===== src/rtl/spi_regmap_pkg.sv =====
// Register map, FSM encoding and reset defaults shared by the SPI register decoder.
package spi_regmap_pkg;

  localparam logic [3:0] ADDR_FREQ   = 4'd0;
  localparam logic [3:0] ADDR_DUTY   = 4'd1;
  localparam logic [3:0] ADDR_LED    = 4'd2;
  localparam logic [3:0] ADDR_STATUS = 4'd3;

  localparam int CMD_WRITE_BIT = 7;

  localparam logic [2:0] ST_IDLE    = 3'd0;
  localparam logic [2:0] ST_CMD     = 3'd1;
  localparam logic [2:0] ST_DATA_LO = 3'd2;
  localparam logic [2:0] ST_DATA_HI = 3'd3;
  localparam logic [2:0] ST_DRAIN   = 3'd4;

  localparam logic [15:0] FREQ_RST_DEFAULT = 16'd490;
  localparam logic [15:0] DUTY_RST_DEFAULT = 16'd1250;
  localparam logic [7:0]  DEV_ID_DEFAULT   = 8'hA5;

  // Error counter increment that sticks at 255.
  function automatic logic [7:0] err_sat_inc(input logic [7:0] cnt);
    return (cnt == 8'hFF) ? cnt : cnt + 8'd1;
  endfunction

endpackage


===== src/rtl/sync_bit.sv =====
// Multi-stage single-bit synchroniser for an asynchronous input; flops reset to RST_VAL.
module sync_bit #(
  parameter int   STAGES  = 2,
  parameter logic RST_VAL = 1'b1
) (
  input  logic clk,
  input  logic rst_n,
  input  logic d,
  output logic q
);

  // Never fewer than two flops, whatever the caller asks for.
  localparam int N = (STAGES < 2) ? 2 : STAGES;

  logic [N-1:0] sync_reg;

  always_ff @(posedge clk or negedge rst_n) begin
    if (!rst_n) begin
      sync_reg <= {N{RST_VAL}};
    end else begin
      sync_reg <= {sync_reg[N-2:0], d};
    end
  end

  assign q = sync_reg[N-1];

endmodule


===== src/rtl/spi_reg_decoder.sv =====
// Decodes the spi_slave byte stream into framed register reads/writes driving
// the pwm0 configuration and debug LEDs, and supplies the next tx byte.
module spi_reg_decoder
  import spi_regmap_pkg::*;
#(
  parameter int          SYNC_STAGES = 2,
  parameter logic [15:0] FREQ_RST    = FREQ_RST_DEFAULT,
  parameter logic [15:0] DUTY_RST    = DUTY_RST_DEFAULT,
  parameter logic [7:0]  DEV_ID      = DEV_ID_DEFAULT
) (
  input  logic        clk,
  input  logic        rst_n,
  input  logic        ss,
  input  logic        rx_byte_available,
  input  logic [7:0]  rx_byte,
  output logic [7:0]  tx_byte,
  output logic [15:0] pwm0_freq,
  output logic [15:0] pwm0_duty_cycle_usec,
  output logic [3:0]  led,
  output logic        cfg_update
);

  logic        ss_s;
  logic        ss_prev_reg;
  logic        rx_prev_reg;
  logic        ss_rise;
  logic        rx_evt;

  logic [2:0]  state_reg,  state_next;
  logic        cmd_wr_reg, cmd_wr_next;
  logic [3:0]  cmd_addr_reg, cmd_addr_next;
  logic [7:0]  lo_reg,     lo_next;
  logic [7:0]  rd_hi_reg,  rd_hi_next;
  logic [15:0] freq_reg,   freq_next;
  logic [15:0] duty_reg,   duty_next;
  logic [3:0]  led_reg,    led_next;
  logic [7:0]  err_reg,    err_next;
  logic [7:0]  tx_reg,     tx_next;
  logic        cfg_reg,    cfg_next;

  logic        err_inc_req;
  logic        err_clr_req;
  logic [15:0] rd_word;
  logic        rx_is_write;

  sync_bit #(
    .STAGES  (SYNC_STAGES),
    .RST_VAL (1'b1)
  ) u_ss_sync (
    .clk   (clk),
    .rst_n (rst_n),
    .d     (ss),
    .q     (ss_s)
  );

  assign ss_rise     = ss_s & ~ss_prev_reg;
  assign rx_evt      = rx_byte_available & ~rx_prev_reg;
  assign rx_is_write = rx_byte[CMD_WRITE_BIT];

  // Read mux addressed by the incoming command byte; captured at byte0 so both halves agree.
  always_comb begin
    rd_word = 16'h0000;
    case (rx_byte[3:0])
      ADDR_FREQ:   rd_word = freq_reg;
      ADDR_DUTY:   rd_word = duty_reg;
      ADDR_LED:    rd_word = {12'h000, led_reg};
      ADDR_STATUS: rd_word = {err_reg, DEV_ID};
      default:     rd_word = 16'h0000;
    endcase
  end

  always_comb begin
    state_next    = state_reg;
    cmd_wr_next   = cmd_wr_reg;
    cmd_addr_next = cmd_addr_reg;
    lo_next       = lo_reg;
    rd_hi_next    = rd_hi_reg;
    freq_next     = freq_reg;
    duty_next     = duty_reg;
    led_next      = led_reg;
    tx_next       = tx_reg;
    cfg_next      = 1'b0;
    err_inc_req   = 1'b0;
    err_clr_req   = 1'b0;

    // Deselect beats any byte arriving in the same cycle.
    if (ss_rise) begin
      state_next = ST_IDLE;
      tx_next    = DEV_ID;
      if (cmd_wr_reg && (state_reg == ST_DATA_LO || state_reg == ST_DATA_HI)) begin
        err_inc_req = 1'b1;
      end
    end else begin
      case (state_reg)
        ST_IDLE: begin
          if (!ss_s) state_next = ST_CMD;
        end
        ST_CMD: begin
          if (rx_evt) begin
            cmd_wr_next   = rx_is_write;
            cmd_addr_next = rx_byte[3:0];
            tx_next       = rx_is_write ? 8'h00 : rd_word[7:0];
            rd_hi_next    = rx_is_write ? 8'h00 : rd_word[15:8];
            state_next    = ST_DATA_LO;
          end
        end
        ST_DATA_LO: begin
          if (rx_evt) begin
            if (cmd_wr_reg) lo_next = rx_byte;
            tx_next    = cmd_wr_reg ? 8'h00 : rd_hi_reg;
            state_next = ST_DATA_HI;
          end
        end
        ST_DATA_HI: begin
          if (rx_evt) begin
            tx_next    = 8'h00;
            state_next = ST_DRAIN;
            if (cmd_wr_reg) begin
              cfg_next = 1'b1;
              case (cmd_addr_reg)
                ADDR_FREQ:   freq_next   = {rx_byte, lo_reg};
                ADDR_DUTY:   duty_next   = {rx_byte, lo_reg};
                ADDR_LED:    led_next    = lo_reg[3:0];
                ADDR_STATUS: err_clr_req = 1'b1;
                default: begin
                  cfg_next    = 1'b0;
                  err_inc_req = 1'b1;
                end
              endcase
            end
          end
        end
        ST_DRAIN: begin
          if (rx_evt) tx_next = 8'h00;
        end
        default: state_next = ST_IDLE;
      endcase
    end

    // A clear always wins over a simultaneous increment.
    if (err_clr_req)      err_next = 8'h00;
    else if (err_inc_req) err_next = err_sat_inc(err_reg);
    else                  err_next = err_reg;
  end

  always_ff @(posedge clk or negedge rst_n) begin
    if (!rst_n) begin
      ss_prev_reg  <= 1'b1;
      rx_prev_reg  <= 1'b0;
      state_reg    <= ST_IDLE;
      cmd_wr_reg   <= 1'b0;
      cmd_addr_reg <= 4'h0;
      lo_reg       <= 8'h00;
      rd_hi_reg    <= 8'h00;
      freq_reg     <= FREQ_RST;
      duty_reg     <= DUTY_RST;
      led_reg      <= 4'h0;
      err_reg      <= 8'h00;
      tx_reg       <= DEV_ID;
      cfg_reg      <= 1'b0;
    end else begin
      ss_prev_reg  <= ss_s;
      rx_prev_reg  <= rx_byte_available;
      state_reg    <= state_next;
      cmd_wr_reg   <= cmd_wr_next;
      cmd_addr_reg <= cmd_addr_next;
      lo_reg       <= lo_next;
      rd_hi_reg    <= rd_hi_next;
      freq_reg     <= freq_next;
      duty_reg     <= duty_next;
      led_reg      <= led_next;
      err_reg      <= err_next;
      tx_reg       <= tx_next;
      cfg_reg      <= cfg_next;
    end
  end

  assign tx_byte              = tx_reg;
  assign pwm0_freq            = freq_reg;
  assign pwm0_duty_cycle_usec = duty_reg;
  assign led                  = led_reg;
  assign cfg_update           = cfg_reg;

endmodule


===== config.mk =====
export PLATFORM = sky130hd
export DESIGN_NAME = spi_reg_decoder
export DESIGN_NICKNAME = d
export VERILOG_FILES = /design/src/rtl/spi_regmap_pkg.sv /design/src/rtl/sync_bit.sv /design/src/rtl/spi_reg_decoder.sv
export SDC_FILE = /design/constraint.sdc
export NUM_CORES = 1
export LEC_CHECK = 0
export CORE_ASPECT_RATIO = 0.6
export CORE_MARGIN = 4
export CORE_UTILIZATION = 30
export CTS_BUF_LIST = sky130_fd_sc_hd__clkbuf_4
export CTS_CLUSTER_DIAMETER = 50
export DETAILED_ROUTE_END_ITERATION = 7
export GPL_TIMING_DRIVEN = 0
export SYNTH_ARGS = -nofsm -noshare
export SYNTH_HDL_FRONTEND = slang
export SYNTH_SLANG_ARGS = --single-unit

===== constraint.sdc =====
create_clock -name clk -period 2.2 [get_ports clk]
set_input_delay 0.22 -clock clk [delete_from_list [all_inputs] [get_ports clk]]
set_output_delay 0.22 -clock clk [all_outputs]
set_load 0.03 [all_outputs]

==> impl_metrics.toml, run 1 <==
[cells_and_area]
utilization_pct = 39.3
fin_cells = 552
insertedDiodeCount = 0
area_growth_pct = 25.3
fillers = 1182
layout-drive-gt1-share_pct = 27.9
nNetsFinal = 395

[power]
powerDensity_mw_per_mm2 = 815
vdd_ir_drop_max_uv = 394
p_leak_nw = 2.04

[sta]
fmax_ghz = 0.474
max_slew_margin_pct = 42.1
fin_crit_sh_pct = 95.8
slew_viol_final = 0
final.min_clock_period_ps = 2110
hold_violations = 0
grt_setup_unrepaired = "no"
finalClockSkew_ps = 22.5
worstMarginPinSlew_ps = 862
setup_viol = 0

[worst_setup_path]
cp_slowest_cell = "dfrtp_1"
crit_path_start = "state_reg[2]"
worstPathRequired_ps = 2520
path_class = "reg -> reg"
worstPathCellList = "buf_2, and3b_2, nand4_4, or3_1, buf_6, buf_12, mux2_4"
arrival_ps = 2430
critPathTopFamily = "simple AND/OR/NAND/NOR gates"
crit_path_max_fanout = 10
critPathBufInv = 3
critical_path.max_stage_delay_ps = 380
r2r_end = "pwm0_freq[13]"
reg2reg_depth = 7
r2r_slack_ps = 90
start_kind = "flop"
r2r_start = "state_reg[2]"
crit_path_end_kind = "flop"

[floorplanning]
rows = 31
pin_count = 57
die_h_um = 95.8
coreArea_mm2 = 0.0123
die-width_um = 154
die-area_mm2 = 0.0148
start_util_pct = 31.4

[synthesis]
yosysTopAreaCell = "dfrtp_1"
ys_seq_area_share_pct = 53.2
avgSynthCellArea_um2 = 12.3
syn_area_mm2 = 0.00385
synth_area_leaders = "dfrtp_1, dfstp_2, mux2_2"
synth_nets = 326
netlist_instances = 313
synth_top_area_share_pct = 40.9
ys_ff_latch = 81
yosys-top-cells-count = "dfrtp_1, mux2_2, nand2_1, mux2i_1, dfstp_2"
yosysUniqueCellTypes = 44
yosysMostFrequentCell = "dfrtp_1"
yosysWarnings = 0
synth_edf_count = 0
ys.flop_type = "dfrtp_1"
async_flop_share_pct = 100

[global_route]
grtUsageMet3_pct = 4.04
grt.total_usage_pct = 14.0
grt.busiest_layer = "met1"
grt_max_degree = 67
antenna_found_initial = 0
met1_usage_pct = 22.0
first_global_vias = 2807
overflow = 0
grt_use_met2_pct = 18.5
grt_pass1_wl_um = 16000

[route]
dr.pass1.iters = 4
drc = 0
wire_per_inst_um = 17.7
ant_nets = 0
avgViaCountPerCell = 4.94
vias = 2725
drt_iter0_drc = 162
drt-total-wl_um = 9760

[clock_tree]
clk_latency_ps = 440
htree_levels = 3
cts.sink_count = 81
cts_tree = "done"
clockRootBuffer = "clkbuf_4"
clock_path_buffers = 2
clk_pin_slew_worst_paths_ps = 120
numCtsBuffers = 9

[min_path]
hp-class = "in -> async"

[placement]
io_buffers = 55
gp_congestion = 0.813
placedCellCount = 534
hpwl_um = 7280

[run_status]
status = "finished clean"

[flow_run]
maxCapViolCount = 0
cell usage in the layout, fill, tap and decap left out, types with 3 or more instances in the layout:
cell	instances
nand2b_1	3
clkbuf_4	12
o31ai_1	11
nor2b_1	3
clkdlybuf4s50_1	54
buf_6	4
clkbuf_1	8
or3_1	4
mux2_4	10
o21a_1	3
o21bai_1	4
nand3_1	5
nor2_1	16
o21ai_0	11
nor3_1	3
dfrtp_1	63
nor4_1	5
a21oi_1	13
mux2_2	41
dfstp_2	18
buf_2	7
nand2_1	22
mux2i_1	21
nand4_1	3
inv_1	3
per-layer routing:
layer | share of wire (%) | up-vias | wire length, µm
met4 | 0.56 | 0 | 55
met2 | 40 | 79 | 3860
met1 | 53 | 1362 | 5180
met3 | 6.8 | 7 | 659
li1 | - | 1277 | -
met5 | 0 | - | 0
worst max-delay path by stage:
stage	depth (start not counted)	slack [ps]	to
finish	7	90	pwm0_freq[13]
floorplan	6	230	pwm0_duty_cycle_usec[11]
CTS	6	50	pwm0_freq[12]
global placement	1	-2000	pwm0_duty_cycle_usec[12]
detailed placement	7	-390	pwm0_duty_cycle_usec[9]
global route	5	1	lo_reg[6]
repair_timing:
item | 4_1_cts | 5_1_grt
hold buffers | 1 | 0
pin swaps | 1 | 0
setup endpoints to repair | 17 | 7
resized for setup | 2 | 2
endpoints found under the hold margin | 66 | 0
setup buffers | 1 | 0
through the flow:
step | setup WS (ps) | cell area, µm² | TNS, ps | power (mW) | hold slack, ps
floorplan | 233 | 3850 | 0 | 2.57 | -75.6
CTS | 47.7 | 4820 | 0 | 3.98 | 179
finish | 91.8 | 4830 | 0 | 3.94 | 193
global placement | -2000 | 4610 | -151590 | 2.92 | 347
global route | 1.42 | 4830 | 0 | 4.15 | 195
detailed placement | -394 | 4640 | -7920 | 2.96 | 109
where the power goes:
part | leakage (nW) | switching [mW] | internal [mW]
clock network | 0.0890 | 0.496 | 0.495
registers | 1.04 | 0.235 | 1.75
logic | 0.914 | 0.508 | 0.450
total | 2.04 | 1.24 | 2.70
area by class of cell:
| cell class | instances | area [µm²] | share of cell area [%] |
|---|---|---|---|
| Tap cell | 165 | 206 | 4.28 |
| Clock inverter | 4 | 68.8 | 1.43 |
| Clock buffer | 12 | 90.1 | 1.87 |
| Buffer | 21 | 134 | 2.77 |
| Multi-Input combinational cell | 208 | 1680 | 34.7 |
| Inverter | 3 | 11.3 | 0.233 |
| Timing Repair Buffer | 58 | 593 | 12.3 |
| Sequential cell | 81 | 2050 | 42.4 |
cell families (layout without fill, tap and decap cells):
| group | count (synthesis) | in the layout | synth area share, % |
|---|---|---|---|
| compound gates | 52 | 52 | 8.70 |
| buf+inv | 24 | 98 | 3.76 |
| fa+ha+maj | 1 | 1 | 0.325 |
| xor+xnor | 1 | 1 | 0.227 |
| simple gates | 82 | 82 | 12.5 |
| flops | 81 | 81 | 53.2 |
| mux | 72 | 72 | 21.3 |
Note: power is estimated with default switching activity, not from simulation.
==> inputs of run 2 (changes only) <==
--- a/config.mk
+++ b/config.mk
@@ -7,7 +7,7 @@
 export LEC_CHECK = 0
 export CORE_ASPECT_RATIO = 0.6
 export CORE_MARGIN = 4
-export CORE_UTILIZATION = 30
+export CORE_UTILIZATION = 40
 export CTS_BUF_LIST = sky130_fd_sc_hd__clkbuf_4
 export CTS_CLUSTER_DIAMETER = 50
 export DETAILED_ROUTE_END_ITERATION = 7
==> run 2 against run 1 <==
Effect of this change: first-iteration DRC count down 13%; worst setup slack worse by 26 ps; die area down 23%; total power down 4.2%; count of clock-buffer cells in the layout down 2; non-clock buffer count up 1; sequential power about the same; clock power down 15%; utilization up 12 points.
==> impl_metrics.toml, run 2 (same netlist as run 1, synthesis figures left out) <==
[placement]
io_buffers = 55
gp_congestion = 0.804
dp_slack_ps = -486
hpwl_um = 6880

[global_route]
overflow = 0
grt_pass1_wl_um = 15300
grt_max_degree = 47
grt.total_usage_pct = 17.7
first_global_vias = 2756
antenna_found_initial = 0

[power]
vdd_ir_drop_max_uv = 340
p_leak_nw = 2.03
powerDensity_mw_per_mm2 = 792
fin_total_pwr_mw = 3.77

[cells_and_area]
final_cell_mix = "dfrtp_1, clkdlybuf4s50_1, mux2_2"
layout_commonest_cell = "dfrtp_1"
layout-drive-gt1-share_pct = 27.1
fillers = 843
area_growth_pct = 23.6
nNetsFinal = 396
insertedDiodeCount = 0

[floorplanning]
die-width_um = 135
coreArea_mm2 = 0.00929
rows = 27
start_util_pct = 41.5
die-area_mm2 = 0.0113
die_h_um = 84.0
pin_count = 57

[clock_tree]
clockRootBuffer = "clkbuf_4"
clk_latency_ps = 450
clk_pin_slew_worst_paths_ps = 120
cts_tree = "done"
htree_levels = 3
clock_path_buffers = 2
numCtsBuffers = 9
cts.sink_count = 81

[worst_setup_path]
arrival_ps = 2460
crit_path_max_fanout = 10
start_kind = "flop"
crit_path_end_kind = "flop"
path_class = "reg -> reg"
worstPathRequired_ps = 2520

[route]
avgViaCountPerCell = 5.24
drt_iter0_drc = 141
dr.pass1.iters = 5
vias = 2708
drt-total-wl_um = 9480
ant_nets = 0
drc = 0
wire_per_inst_um = 18.3

[sta]
fmax_ghz = 0.469
finalClockSkew_ps = 20.6
grt_setup_unrepaired = "no"
fin_crit_sh_pct = 97.0
fin_ws_ps = 66.2
hold_violations = 0
max_slew_margin_pct = 43.1
setup_tns_ps = 0
setup_viol = 0
worstMarginPinSlew_ps = 846
final.min_clock_period_ps = 2130
slew_viol_final = 0

[run_status]
status = "finished clean"

[flow_run]
maxCapViolCount = 0

[min_path]
hp-class = "in -> reg"
==> run 2: area by class of cell <==
| type | instances | area [µm²] | share of cell area, % |
|---|---|---|---|
| Clock buffer | 10 | 75.1 | 1.58 |
| Sequential cell | 81 | 2050 | 43.0 |
| Inverter | 3 | 11.3 | 0.236 |
| Tap cell | 130 | 163 | 3.41 |
| Timing Repair Buffer | 59 | 613 | 12.9 |
| Buffer | 21 | 134 | 2.81 |
| Clock inverter | 5 | 47.5 | 0.998 |
| Multi-Input combinational cell | 208 | 1670 | 35.1 |
==> run 2: worst max-delay path, stage by stage (launching register included) <==
cell,delay [ps]
dfrtp_1,370
buf_2,170
and3b_1,320
nand4_4,170
or3_1,370
buf_6,160
buf_12,160
mux2_4,290
==> run 2: power breakdown <==
| group | internal [mW] | switching (mW) |
|---|---|---|
| registers | 1.75 | 0.223 |
| clock network | 0.342 | 0.498 |
| logic | 0.448 | 0.508 |
==> run 2: path summary, 6_finish.rpt <==
kind	from	to	slack (ps)	cells past startpoint
max	state_reg[2]	pwm0_freq[4]	70	7
min reg2reg	u_ss_sync.sync_reg[0]	u_ss_sync.sync_reg[1]	370	0
min	ss	u_ss_sync.sync_reg[0]	170	1
min in group asynchronous	rst_n	pwm0_duty_cycle_usec[2]	270	2
max in group asynchronous	rst_n	pwm0_freq[7]	1270	3
max reg2reg	state_reg[2]	pwm0_freq[4]	70	7
==> run 2: per-stage QoR <==
step | hold slack (ps) | area [µm²] | util, % | std cells
6_report | 169 | 4760 | 51.3 | 517
5_1_grt | 173 | 4760 | 51.3 | 517
4_1_cts | 157 | 4760 | 51.3 | 517
3_5_place_dp | 215 | 4590 | 49.4 | 499
3_3_place_gp | 347 | 4570 | 49.2 | 498
2_1_floorplan | -75.6 | 3850 | - | 313
==> run 2: repair_timing <==
item,in CTS,in global routing
buffers inserted,2,0
endpoints found under the hold margin,26,0
setup endpoints to repair,20,0
resized for setup,2,0
hold buffers,1,0
==> run 2: metal layers <==
layer  track usage (%)  share of wire, %  vias to the layer above  wire, µm
met5                 0                 0                        -         0
met4              3.60              0.97                        0        92
met3              5.12               5.1                        8       487
met2              23.1                39                       75      3740
met1              28.2                54                     1346      5160
li1                  -                 -                     1279         -
==> inputs of run 3 (changes only) <==
--- a/config.mk
+++ b/config.mk
@@ -5,7 +5,6 @@
 export SDC_FILE = /design/constraint.sdc
 export NUM_CORES = 1
 export LEC_CHECK = 0
-export CORE_ASPECT_RATIO = 0.6
 export CORE_MARGIN = 4
 export CORE_UTILIZATION = 40
 export CTS_BUF_LIST = sky130_fd_sc_hd__clkbuf_4
==> run 3 against run 2 <==
Effect of this change: worst setup slack worse by 7.2 ps; combinational power shrank 1%; clock skew grew 7.6 ps; cell area decreased by 0.39%; global-route usage decreased by 1.1 points; final cell count did not move; count of clock-buffer cells in the layout did not move.
==> impl_metrics.toml, run 3 (same netlist as run 1, synthesis figures left out) <==
[sta]
max_slew_margin_pct = 40.7
finalClockSkew_ps = 28.2
slew_viol_final = 0
setup_viol = 0
fmax_ghz = 0.467
setup_tns_ps = 0
hold_violations = 0
fin_crit_sh_pct = 97.3
final.min_clock_period_ps = 2140
grt_setup_unrepaired = "yes"
worstMarginPinSlew_ps = 882

[floorplanning]
die-width_um = 106
die_h_um = 106
start_util_pct = 41.3
coreArea_mm2 = 0.00933
die-area_mm2 = 0.0113
rows = 35
pin_count = 57

[worst_setup_path]
worstPathCellList = "nand2b_1, nand4_4, or3_1, buf_6, buf_12, mux2_4"
worstPathRequired_ps = 2520
critical_path.max_stage_delay_ps = 560
crit_path_end_kind = "flop"
cp_slowest_cell = "dfstp_2"
arrival_ps = 2460
critPathTopFamily = "simple AND/OR/NAND/NOR gates"
critPathBufInv = 2
path_class = "reg -> reg"
start_kind = "flop"
crit_path_max_fanout = 10

[power]
share_comb_of_total_power_pct = 25.5
seqPwrFrac_pct = 53.4
powerDensity_mw_per_mm2 = 780
intPower_mw = 2.45
p_leak_nw = 2.02
p_sw_share_pct = 33.9
fin_total_pwr_mw = 3.70
pwr-share-clk_pct = 21.1
vdd_ir_drop_max_uv = 296
switchingPower_mw = 1.26

[flow_run]
maxCapViolCount = 0

[clock_tree]
cts.sink_count = 81
cts_tree = "done"
clock_path_buffers = 2
clockRootBuffer = "clkbuf_4"
numCtsBuffers = 9
htree_levels = 3
clk_latency_ps = 430
clk_pin_slew_worst_paths_ps = 150

[global_route]
grt.total_usage_pct = 16.6
grt_max_degree = 64
grt_pass1_wl_um = 14700
first_global_vias = 2790
overflow = 0
antenna_found_initial = 0

[min_path]
hp-class = "in -> async"

[cells_and_area]
utilization_pct = 50.9
final_cell_mix = "dfrtp_1, clkdlybuf4s50_1, mux2_2"
insertedDiodeCount = 0
layout_commonest_cell = "dfrtp_1"
fillers = 870
layout-drive-gt1-share_pct = 27.8
design_area_mm2 = 0.00475
fin_cells = 517
area_growth_pct = 23.1
nNetsFinal = 396

[route]
drc = 0
drt_iter0_drc = 143
vias = 2668
ant_nets = 0
avgViaCountPerCell = 5.16
drt-total-wl_um = 8830
wire_per_inst_um = 17.1
dr.pass1.iters = 4

[run_status]
status = "finished clean"

[placement]
gp_congestion = 0.757
hpwl_um = 6420
place_area_mm2 = 0.00459
io_buffers = 55
placedCellCount = 498
run 3: cell types whose count changed in the layout (fill, tap and decap cells not counted), sizes merged:
cell / change
clkinv: -1
clkinvlp: +2
inv: +1
bufinv: -1
run 3: per-layer routing:
layer / share of wire (%) / wire (µm) / global-route usage (%) / vias to the layer above
met4: 1.2 / 110 / 4.44 / 0
met2: 46 / 4100 / 25.7 / 61
met5: 0 / 0 / 0 / -
li1: - / - / - / 1281
met1: 49 / 4310 / 23.6 / 1315
met3: 3.6 / 318 / 3.52 / 11
run 3: stage by stage:
step                      setup slack [ps]  hold WS [ps]
after floorplan                        233         -75.6
after global placement               -1990           347
after detailed placement              -409           119
after CTS                             69.6           181
after global routing                -0.562           172
final                                 58.9           181
run 3: cell type report:
cell class              instances  area, µm²  share of cell area [%]
flip-flops and latches         81       2050                    43.2
multi-input cells             208       1670                    35.2
repair buffers                 59        601                    12.7
well taps                     129        161                    3.40
plain buffers                  21        134                    2.82
clock buffers                  10       75.1                    1.58
clock inverters                 6       42.5                   0.896
inverters                       3       11.3                   0.237
run 3: worst register-to-register path, cell delays in order (launching register included):
cell and delay [ps]:
dfstp_2 560, nand2b_1 290, nand4_4 190, or3_1 390, buf_6 170, buf_12 160, mux2_4 290
run 3: path summary, 6_finish.rpt:
path,startpoint,endpoint,slack (ps),depth (start not counted)
max,ss_prev_reg,pwm0_freq[4],60,6
min,rst_n,pwm0_freq[2],180,2
max reg2reg,ss_prev_reg,pwm0_freq[4],60,6
min reg2reg,u_ss_sync.sync_reg[0],u_ss_sync.sync_reg[1],360,0
max in group asynchronous,rst_n,tx_byte[5],1370,3
min in group clk,ss,u_ss_sync.sync_reg[0],200,1
run 3: repair_timing:
item	CTS	global route
setup buffers	2	0
resized for setup	2	0
endpoints found under the hold margin	45	0
hold buffers	1	0
setup endpoints to repair	14	1
pin swaps	1	0
run 3: power groups by stage:
stage	clock network (mW)	logic, mW	registers, mW
4_1_cts	0.814	0.957	1.98
3_5_place_dp	0	0.950	2.00
2_1_floorplan	0	0.476	2.09
6_report	0.781	0.945	1.98
5_1_grt	0.876	1.03	2.02
3_3_place_gp	0	0.927	1.99
